**config.mk**
```make
export PLATFORM = sky130hd
export DESIGN_NAME = sdp_cmpsel_pipe
export DESIGN_NICKNAME = d
export VERILOG_FILES = /design/src/rtl/sdp_cmpsel_pipe.sv
export SDC_FILE = /design/constraint.sdc
export NUM_CORES = 1
export LEC_CHECK = 0
export ABC_AREA = 1
export CAP_MARGIN = 20
export CORE_MARGIN = 1.5
export CORE_UTILIZATION = 30
export DETAILED_ROUTE_END_ITERATION = 10
export PLACE_DENSITY = 0.43
export SYNTH_ARGS = -nofsm -noshare
export SYNTH_HDL_FRONTEND = slang
export SYNTH_SLANG_ARGS = --single-unit
```
**constraint.sdc**
```tcl
create_clock -name clk -period 5.68 [get_ports clk]
set_input_delay 0.568 -clock clk [delete_from_list [all_inputs] [get_ports clk]]
set_output_delay 0.568 -clock clk [all_outputs]
set_load 0.1 [all_outputs]
```
**src/rtl/sdp_cmpsel_pipe.sv**
```systemverilog
// Three-stage signed add/compare/select/shift datapath; results leave 3 cycles after acceptance.
// Valid/ready on both sides; a stalled output freezes S3 and the upstream stages fill behind it.
module sdp_cmpsel_pipe #(
  parameter int DATAWIDTH = 32,
  parameter int SHAMT     = 1
) (
  input  logic                 clk,
  input  logic                 rst,
  input  logic [DATAWIDTH-1:0] a,
  input  logic [DATAWIDTH-1:0] b,
  input  logic [DATAWIDTH-1:0] c,
  input  logic                 sra,
  input  logic                 in_valid,
  output logic                 in_ready,
  output logic [DATAWIDTH-1:0] x,
  output logic [DATAWIDTH-1:0] z,
  output logic                 out_valid,
  input  logic                 out_ready
);
  localparam int W = DATAWIDTH;

  logic [W-1:0] d_q, d_d, e_q, e_d, f_q, f_d;
  logic         sra1_q, sra1_d, v1_q, v1_d;
  logic [W-1:0] g_q, g_d, h_q, h_d;
  logic         lt_q, lt_d, eq_q, eq_d, sra2_q, sra2_d, v2_q, v2_d;
  logic [W-1:0] x_q, x_d, z_q, z_d;
  logic         v3_q, v3_d;

  logic         adv1, adv2, adv3;
  logic         lt_c, eq_c;
  logic [W-1:0] g_c, h_c;
  logic signed [W-1:0] h_s;

  always_comb begin
    adv3 = !v3_q || out_ready;
    adv2 = !v2_q || adv3;
    adv1 = !v1_q || adv2;
  end

  assign in_ready = adv1;

  // Stage 1: sums and difference, wrapping modulo 2^W.
  always_comb begin
    d_d    = d_q;
    e_d    = e_q;
    f_d    = f_q;
    sra1_d = sra1_q;
    v1_d   = adv1 ? in_valid : v1_q;
    if (adv1 && in_valid) begin
      d_d    = a + b;
      e_d    = a + c;
      f_d    = a - b;
      sra1_d = sra;
    end
  end

  // Stage 2: signed compare and select.
  always_comb begin
    lt_c   = $signed(d_q) < $signed(e_q);
    eq_c   = (d_q == e_q);
    g_c    = lt_c ? d_q : e_q;
    h_c    = eq_c ? g_c : f_q;
    g_d    = g_q;
    h_d    = h_q;
    lt_d   = lt_q;
    eq_d   = eq_q;
    sra2_d = sra2_q;
    v2_d   = adv2 ? v1_q : v2_q;
    if (adv2 && v1_q) begin
      g_d    = g_c;
      h_d    = h_c;
      lt_d   = lt_c;
      eq_d   = eq_c;
      sra2_d = sra1_q;
    end
  end

  // Stage 3: flag-gated shifts; h_s keeps the arithmetic shift self-contained.
  always_comb begin
    h_s  = h_q;
    x_d  = x_q;
    z_d  = z_q;
    v3_d = adv3 ? v2_q : v3_q;
    if (adv3 && v2_q) begin
      x_d = lt_q ? (g_q << SHAMT) : g_q;
      if (!eq_q) begin
        z_d = h_q;
      end else if (sra2_q) begin
        z_d = h_s >>> SHAMT;
      end else begin
        z_d = h_q >> SHAMT;
      end
    end
  end

  always_ff @(posedge clk or negedge rst) begin
    if (!rst) begin
      d_q    <= '0;
      e_q    <= '0;
      f_q    <= '0;
      sra1_q <= 1'b0;
      v1_q   <= 1'b0;
      g_q    <= '0;
      h_q    <= '0;
      lt_q   <= 1'b0;
      eq_q   <= 1'b0;
      sra2_q <= 1'b0;
      v2_q   <= 1'b0;
      x_q    <= '0;
      z_q    <= '0;
      v3_q   <= 1'b0;
    end else begin
      d_q    <= d_d;
      e_q    <= e_d;
      f_q    <= f_d;
      sra1_q <= sra1_d;
      v1_q   <= v1_d;
      g_q    <= g_d;
      h_q    <= h_d;
      lt_q   <= lt_d;
      eq_q   <= eq_d;
      sra2_q <= sra2_d;
      v2_q   <= v2_d;
      x_q    <= x_d;
      z_q    <= z_d;
      v3_q   <= v3_d;
    end
  end

  assign x         = x_q;
  assign z         = z_q;
  assign out_valid = v3_q;

endmodule

```
==> impl_metrics.json, run 1 <==
{
  "fmaxAchievable_mhz": 318,
  "cpMostUsedCell": "nand2_1",
  "synth_seq_cells": 230,
  "synth_top_area_share_pct": 34.0,
  "antenna_found_initial": 0,
  "worst-path-buf-inv": 3,
  "cts-root-buf": "clkbuf_16",
  "setup_viol": 0,
  "rsz0062_at_grt": "no",
  "grt_overflow": 0,
  "synth-main-ff-cell": "dfrtp_1",
  "r2r_slack_ns": 2.55,
  "total_power_mw": 9.81,
  "dieArea_um2": 57800,
  "syn_nets": 2683,
  "synthArstFlopShare_pct": 100,
  "arrival_ns": 3.58,
  "synthMostInstantiatedCell": "nand2_1",
  "cts_tree": "done",
  "post-cts-setup-buffer-count": 0,
  "drive_above_1_share_pct": 4.35,
  "yosys.area.top_type": "dfrtp_1",
  "syn_inst": 2454,
  "area_delta_synth_final_pct": 19.4,
  "cp-start-kind": "input port",
  "numClockSinks": 230,
  "slew-limit-headroom_pct": 33.2,
  "hp-class": "input port to asynchronous set/reset pin",
  "cpMaxStageDelayCell": "o21ai_0",
  "ys_top_cells_by_area": "dfrtp_1 (34%), nand2_1 (15%), ha_1 (9.2%)",
  "worst_slew_pin_slew_ns": 0.999,
  "cts_buffers": 29,
  "via_per_inst": 4.99,
  "final_antenna_net_count": 0,
  "leakage_nw": 9.79,
  "routed_wl_mm": 64.7,
  "clkTransAtPathRegs_ns": 0.06,
  "power_density_nw_per_um2": 486,
  "drt_first_pass_iters": 5,
  "final_cells": 3343,
  "start_util_pct": 30.5,
  "core_area_um2": 55400,
  "hold_viol": 0,
  "grt_max_degree": 138,
  "die-width_um": 240,
  "drv_slew": 0,
  "worstSetupPathType": "input port to flip-flop",
  "fin_util_pct": 36.4,
  "cp.depth": 14,
  "ir_drop_uv": 443,
  "diodes": 0,
  "netlist_area_um2": 16900,
  "multi_input_area_um2": 9550,
  "io_pins": 167,
  "ys_types": 48,
  "cts_hold_buf": 0,
  "insertion_delay_ns": 0.56,
  "final_nets": 2806,
  "ys_seq_area_share_pct": 34.0,
  "clock_path_buffers": 3,
  "path_max_fanout": 5,
  "gp_congestion": 0.956,
  "wl_per_cell_um": 19.4,
  "grt_use_total_pct": 22.5,
  "synth_common_cells": "nand2_1 (695), inv_1 (313), dfrtp_1 (230), nor2_1 (225), nand3_1 (215)",
  "ctsResizeCount": 0,
  "vias": 16675,
  "period_minus_slack_ns": 3.14,
  "period_share_pct": 55.3,
  "crit_path_max_incr_delay_ns": 0.66,
  "tns_ns": 0,
  "status": "finished, final reports clean",
  "grt_pass1_vias": 16391,
  "regArea_um2": 5760,
  "drtIter0Drc": 1252,
  "yosys_warnings": 0,
  "die_y_um": 240,
  "endpoint_kind": "flip-flop",
  "grt_pass1_wl_mm": 97.9,
  "placementRows": 86,
  "dp.cells": 3293,
  "syn_area_per_cell_um2": 6.89,
  "drc": 0,
  "critPathRequiredTime_ns": 6.12,
  "cpLargestDelayFamily": "compound AO/OA/AOI/OAI gates",
  "fill_cells": 5988,
  "fin_skew_ns": 0.0158,
  "path_cells": "clkdlybuf4s50_1 -> ha_1 -> inv_1 -> fa_1 -> inv_1 -> nand2_1 -> o21ai_2 -> a21oi_2 -> o21ai_0 -> nand2_1 -> nand3_1 -> nand2_1 -> nand3_1 -> nand2_1",
  "rr_worst_depth": 11,
  "synth-edff-count": 0,
  "cap_violations": 0,
  "portBuffers": 166,
  "dp_hpwl_mm": 51.7,
  "htreeDepth": 1
}
## final cells by class
cell class                 instances  share of cell area, %
clock buffer                      41                   3.97
multi-input combinational       1821                   47.3
tap                              748                   4.63
clock inverter                     8                  0.694
timing repair buffer             179                   9.06
sequential                       230                   28.5
inverter                         316                   5.88
## placed cells by master (no fill, tap or decap), types with 4 or more instances in the layout
cell,instances
a21boi_0,5
a21o_1,9
a21oi_1,132
a31oi_1,68
buf_4,9
bufinv_16,4
clkbuf_1,9
clkbuf_16,29
clkdlybuf4s50_1,165
clkinv_2,5
dfrtp_1,230
ha_1,125
inv_1,312
nand2_1,693
nand2_2,7
nand3_1,215
nand3_2,37
nand3b_1,6
nand4_1,18
nor2_1,224
nor3_1,25
nor4_1,9
o21a_1,4
o21ai_0,151
o21ai_1,10
o21bai_1,22
o22ai_1,15
xnor2_1,6
xor2_1,13
## where the power goes
part           total [mW]  internal (mW)  switching (mW)
Combinational        5.23           1.38            3.85
Sequential           2.69           2.25           0.439
Clock                1.89           1.15           0.742
## state kept, by name, summed over array words and instances (netlist names), 31 cells and up
name  cells
e_q      32
g_q      32
d_q      31
f_q      32
h_q      32
x        32
z        32
## cells by family (layout without fill, tap and decap cells)
| group | count (synthesis) | count (layout) | share of synthesized area, % |
|---|---|---|---|
| and+or+nand+nor | 1248 | 1248 | 31.7 |
| AOI/OAI and AO/OA | 426 | 426 | 14.0 |
| buffers and inverters | 403 | 544 | 9.68 |
| DFF | 230 | 230 | 34.0 |
| adders and majority gates | 128 | 128 | 9.60 |
| xor gates and xnor gates | 19 | 19 | 0.984 |
## path summary, 6_finish.rpt
| path | startpoint | endpoint |
|---|---|---|
| max in group asynchronous | rst | e_q[28] |
| hold / removal | rst | h_q[4] |
| setup reg to reg | e_q[31] | g_q[0] |
| setup / recovery | a[0] | d_q[26] |
| min in group clk | f_q[21] | f_q[21] |
| hold reg to reg | f_q[21] | f_q[21] |
## layer usage
metal	GRT usage (%)	up-vias	wire (um)
met5	0	-	0
met4	9.97	0	3020
met3	1.70	118	2300
met2	35.7	462	28500
met1	31.1	7816	30900
li1	-	8279	-
## stage by stage
stage | worst slack [ns] | hold slack, ns | instance area [um2]
2_1_floorplan | 2.82 | 0.272 | 16900
3_3_place_gp | 2.03 | 0.465 | 19200
3_5_place_dp | 2.04 | 0.467 | 19200
4_1_cts | 2.55 | 0.0349 | 20200
5_1_grt | 2.40 | 0.0702 | 20200
6_report | 2.54 | 0.00532 | 20200
Power figures use the tool's default switching activity.
==> inputs of run 2 (changes only) <==
PLACE_DENSITY = 0.45   (was 0.43)
clock period = 2.55 ns   (was 5.68 ns; I/O delays follow)
==> run 2 against run 1 <==
  * Total power rose by 130%
  * Routed wire length is 9.4% higher
  * Combinational power is 140% higher
  * Sequential cell count did not move
  * Worst hold slack better by 0.21 ns
  * Clock skew grew 0.011 ns
  * Cell count up 12%
  * Via count rose by 7.3%
  * Core utilization increased by 5.5 points
  * Cell area is 15% higher
  * Highest routed layer unchanged
==> impl_metrics.json, run 2 (synthesized netlist as in run 1, its figures left out) <==
{
  "status": "finished, final reports clean",
  "grt_use_total_pct": 24.4,
  "grt_pass1_vias": 17526,
  "drtIter0Drc": 1187,
  "total_power_mw": 22.9,
  "wl_met1_mm": 33.8,
  "wl_per_cell_um": 18.9,
  "start_util_pct": 30.5,
  "worstSetupPathType": "flip-flop to flip-flop",
  "cpLargestDelayFamily": "simple AND/OR/NAND/NOR gates",
  "cap_violations": 0,
  "vias": 17891,
  "hold_viol": 0,
  "portBuffers": 166,
  "final_antenna_net_count": 0,
  "drc": 0,
  "dp_hpwl_mm": 58.4,
  "fin_skew_ns": 0.0271,
  "die-width_um": 240,
  "grt_overflow": 0,
  "dieArea_um2": 57800,
  "via_per_inst": 4.77,
  "endpoint_kind": "flip-flop",
  "io_pins": 167,
  "drive_above_1_share_pct": 20.0,
  "cp-start-kind": "flip-flop",
  "cts_buffers": 28,
  "arrival_ns": 2.84,
  "period_share_pct": 93.9,
  "multi_input_area_um2": 9570,
  "setup_viol": 0,
  "ir_drop_uv": 1060,
  "drt_first_pass_iters": 5,
  "period_minus_slack_ns": 2.39,
  "antenna_found_initial": 0,
  "placementRows": 86,
  "area_delta_synth_final_pct": 37.5,
  "diodes": 0,
  "critPathRequiredTime_ns": 2.99,
  "final_cell_mix": "nand2_1 (692), buf_4 (466), inv_1 (308)",
  "insertion_delay_ns": 0.58,
  "fill_cells": 5831,
  "clock_path_buffers": 3,
  "power_density_nw_per_um2": 985,
  "numClockSinks": 230,
  "grt_pass1_wl_mm": 106,
  "gp_congestion": 0.928,
  "final_nets": 3210,
  "slew-limit-headroom_pct": 54.8,
  "top_layer": "met4",
  "placed_area_um2": 22200,
  "cts-root-buf": "clkbuf_16",
  "worst_slew_pin_slew_ns": 0.671,
  "regArea_um2": 5760,
  "leakage_nw": 11.8,
  "cp.depth": 13,
  "clkTransAtPathRegs_ns": 0.06,
  "worst-path-buf-inv": 3,
  "path_max_fanout": 12,
  "drv_slew": 0,
  "grt_max_degree": 68,
  "dr_wl_met2_mm": 31.7,
  "routed_wl_mm": 70.9,
  "core_area_um2": 55400,
  "crit_path_max_incr_delay_ns": 0.42,
  "rr_worst_depth": 13,
  "final_common_cell": "nand2_1",
  "cts_tree": "done",
  "fmaxAchievable_mhz": 418,
  "rsz0062_at_grt": "no",
  "hp-class": "input port to asynchronous set/reset pin",
  "fin_area_um2": 23300,
  "die_y_um": 240,
  "met3WireLength_mm": 3.20,
  "fin_util_pct": 42.0,
  "path_cells": "inv_1 -> ha_1 -> nand2_2 -> nor2_2 -> nand2_1 -> inv_1 -> a21oi_4 -> nand2_4 -> nand2_4 -> clkbuf_16 -> nand3_1 -> nand3_1 -> nand2_1",
  "cpMaxStageDelayCell": "dfrtp_1",
  "htreeDepth": 1
}
## run 2: changes by cell type in the layout (fill, tap and decap cells not counted), sizes merged
cell / before / now
dlygate4sd3: 0 / 1
inv: 313 / 312
clkdlybuf4s50: 165 / 99
buf: 14 / 482
clkinvlp: 0 / 7
bufinv: 4 / 2
clkbuf: 41 / 40
clkinv: 7 / 8
## run 2: report_power, final
part | internal, mW | total (mW) | leakage, nW | switching [mW]
clock network | 2.42 | 4.13 | 0.447 | 1.71
registers | 5.02 | 5.94 | 2.75 | 0.918
logic | 3.85 | 12.8 | 8.65 | 9.00
## run 2: path summary, 6_finish.rpt
kind	to	start	slack, ns
worst max-delay path	g_q[21]	e_q[31]	0.16
worst min-delay path	x[4]	rst	0.22
worst max register to register	g_q[21]	e_q[31]	0.16
worst min register to register	e_q[16]	e_q[16]	0.48
max in group asynchronous	sra1_q	rst	1.52
min in group clk	sra1_q	sra	0.30
## run 2: what timing repair did
item / 4_1_cts / 5_1_grt
gates resized for setup: 0 / 10
setup endpoints to repair: 0 / 42
hold buffers: 1 / 0
setup buffers: 0 / 1
endpoints found under the hold margin: 58 / 0
## run 2: cell type report
cell class              count  share of cell area [%]
repair buffers            584                    20.9
multi-input cells        1821                    41.1
inverters                 316                    5.12
flip-flops and latches    230                    24.8
clock inverters            13                   0.575
clock buffers              38                    3.48
well taps                 748                    4.02
## run 2: metrics by stage
step / setup WS (ns) / TNS (ns) / hold WS, ns / cells
floorplan: 0.258 / 0 / -0.0406 / 2454
detailed placement: -0.437 / -13.60 / 0.231 / 3695
finish: 0.155 / 0 / 0.215 / 3750
global placement: -0.448 / -13.24 / 0.234 / 3695
CTS: 0.0257 / 0 / 0.212 / 3747
global route: 0.0136 / 0 / 0.250 / 3750
## run 2: layer usage
| metal | global-route usage [%] | up-vias |
|---|---|---|
| li1 | - | 9063 |
| met1 | 34.6 | 8268 |
| met2 | 39.1 | 465 |
| met3 | 2.04 | 95 |
| met4 | 7.51 | 0 |
| met5 | 0 | - |
==> inputs of run 3 (changes only) <==
DONT_BUFFER_PORTS = 1   (was unset)
PLACE_DENSITY = 0.41   (was 0.45)
==> run 3 against run 2 <==
  * The run now ends with negative hold slack left
  * Cell count decreased by 11%
  * Sequential power increased by 7.2%
  * Critical path type unchanged
  * First-iteration DRC count decreased by 11%
  * Routed wire length decreased by 1.9%
  * Combinational power decreased by 12%
  * Cell area decreased by 15%
  * Sequential share of layout area increased by 4.3 points
  * Clock power about the same
  * Register-to-register slack got worse by 0.02 ns
  * Critical path depth increased by 2
  * Sequential cell count unchanged
  * Non-clock buffer count decreased by 410
==> impl_metrics.json, run 3 (synthesized netlist as in run 1, its figures left out) <==
{
  "grt_overflow": 0,
  "dp.cells": 3277,
  "via_per_inst": 4.96,
  "cap_violations": 0,
  "fmaxAchievable_mhz": 415,
  "insertion_delay_ns": 0.57,
  "wl_per_cell_um": 20.8,
  "dieArea_um2": 57800,
  "gp_congestion": 0.957,
  "hp-class": "input port to asynchronous set/reset pin",
  "worst_slew_pin_slew_ns": 0.956,
  "portBuffers": 0,
  "die-width_um": 240,
  "cpMaxStageDelayCell": "dfrtp_1",
  "period_share_pct": 94.6,
  "drv_slew": 0,
  "diodes": 0,
  "area_delta_synth_final_pct": 17.3,
  "cts-root-buf": "clkbuf_16",
  "start_util_pct": 30.5,
  "r2r_slack_ns": 0.14,
  "tns_ns": 0,
  "cts_buffers": 30,
  "fin_skew_ns": 0.0249,
  "path_cells": "inv_1 -> ha_1 -> nand2_1 -> inv_1 -> nand2_1 -> nand2_1 -> nand2_1 -> nand3_1 -> a21oi_4 -> nand2_4 -> nand2_2 -> clkbuf_16 -> nand3_2 -> nand3_1 -> nand2_1",
  "status": "finished with violations",
  "hold_viol": 230,
  "antenna_found_initial": 4,
  "grt_pass1_vias": 16734,
  "rr_worst_depth": 15,
  "setup_viol": 0,
  "rr_endpoint": "g_q[5]",
  "grt_pass1_wl_mm": 104,
  "fill_cells": 6115,
  "worst-path-buf-inv": 3,
  "clkTransAtPathRegs_ns": 0.06,
  "cpLargestDelayFamily": "simple AND/OR/NAND/NOR gates",
  "worst_hold_slack_ns": -0.603,
  "critPathRequiredTime_ns": 2.99,
  "endpoint_kind": "flip-flop",
  "die_y_um": 240,
  "ir_drop_uv": 676,
  "routed_wl_mm": 69.5,
  "cpMostUsedCell": "nand2_1",
  "final_cells": 3344,
  "placementRows": 86,
  "path_max_fanout": 16,
  "fin_area_um2": 19800,
  "cts_hold_buf": 10,
  "final_cell_mix": "nand2_1 (690), inv_1 (308), dfrtp_1 (228)",
  "power_density_nw_per_um2": 1100,
  "slew-limit-headroom_pct": 36.2,
  "violations": "negative hold slack",
  "r2r_start": "e_q[18]",
  "drt_first_pass_iters": 5,
  "placed_area_um2": 18700,
  "arrival_ns": 2.85,
  "leakage_nw": 9.93,
  "final_common_cell": "nand2_1",
  "cts_tree": "done",
  "numClockSinks": 230,
  "worstSetupPathType": "flip-flop to flip-flop",
  "drtIter0Drc": 1053,
  "period_minus_slack_ns": 2.41,
  "grt_max_degree": 231,
  "grt_use_total_pct": 24.0,
  "cp-start-kind": "flip-flop",
  "drc": 0,
  "htreeDepth": 1,
  "dp_hpwl_mm": 55.9,
  "drive_above_1_share_pct": 10.8,
  "io_pins": 167,
  "final_nets": 2802,
  "clock_path_buffers": 3,
  "core_area_um2": 55400,
  "vias": 16581,
  "final_antenna_net_count": 0,
  "crit_path_max_incr_delay_ns": 0.36
}
## run 3: cell types whose count changed in the layout (fill, tap and decap cells not counted), sizes merged
cell | previous run | this run
dlygate4sd3 | 1 | 10
clkinvlp | 7 | 2
clkinv | 8 | 7
bufinv | 2 | 0
inv | 312 | 314
clkbuf | 40 | 50
buf | 482 | 162
clkdlybuf4s50 | 99 | 0
## run 3: what timing repair did
item | CTS | global route
endpoints found under the hold margin | 237 | 230
gates resized for setup | 0 | 13
buffers inserted | 0 | 0
endpoints found under the setup margin | 0 | 33
## run 3: routing by layer
metal	wire (um)	GRT usage [%]	up-vias	part of all wire, %
li1	-	-	8256	-
met1	32100	32.6	7848	46
met2	31700	39.3	380	46
met4	2480	8.48	0	3.6
met5	0	0	-	0
met3	3150	2.76	97	4.5
## run 3: cell type report
type	instances	area (um2)	share of cell area, %
well taps	748	936	4.72
clock buffers	48	900	4.53
multi-input cells	1821	9580	48.3
clock inverters	7	43.8	0.221
flip-flops and latches	230	5760	29.0
inverters	316	1190	5.98
repair buffers	174	1440	7.26
## run 3: worst max path at each step
| stage | from | endpoint | slack (ns) | cells past startpoint |
|---|---|---|---|---|
| global placement | a[18] | e_q[23] | -0.16 | 9 |
| CTS | c[0] | e_q[14] | 0.05 | 14 |
| floorplan | out_valid | e_q[2] | 0.26 | 7 |
| finish | e_q[18] | g_q[5] | 0.14 | 15 |
| global route | e_q[18] | g_q[8] | -0.005 | 15 |
| detailed placement | a[18] | e_q[23] | -0.13 | 9 |
## run 3: report_power, final
| part | leakage (nW) | switching, mW | internal (mW) |
|---|---|---|---|
| combinational | 6.72 | 8.29 | 3.06 |
| sequential | 2.75 | 1.37 | 5.00 |
| clock | 0.459 | 1.70 | 2.40 |
| total | 9.93 | 11.4 | 10.5 |
## run 3: per-stage QoR
step	power (mW)	setup WS (ns)	utilization, %
6_report	21.8	0.139	35.8
5_1_grt	23.3	-0.00491	35.8
4_1_cts	21.9	0.0545	35.7
3_5_place_dp	17.7	-0.127	33.8
3_3_place_gp	17.6	-0.158	33.8
2_1_floorplan	14.5	0.258	-
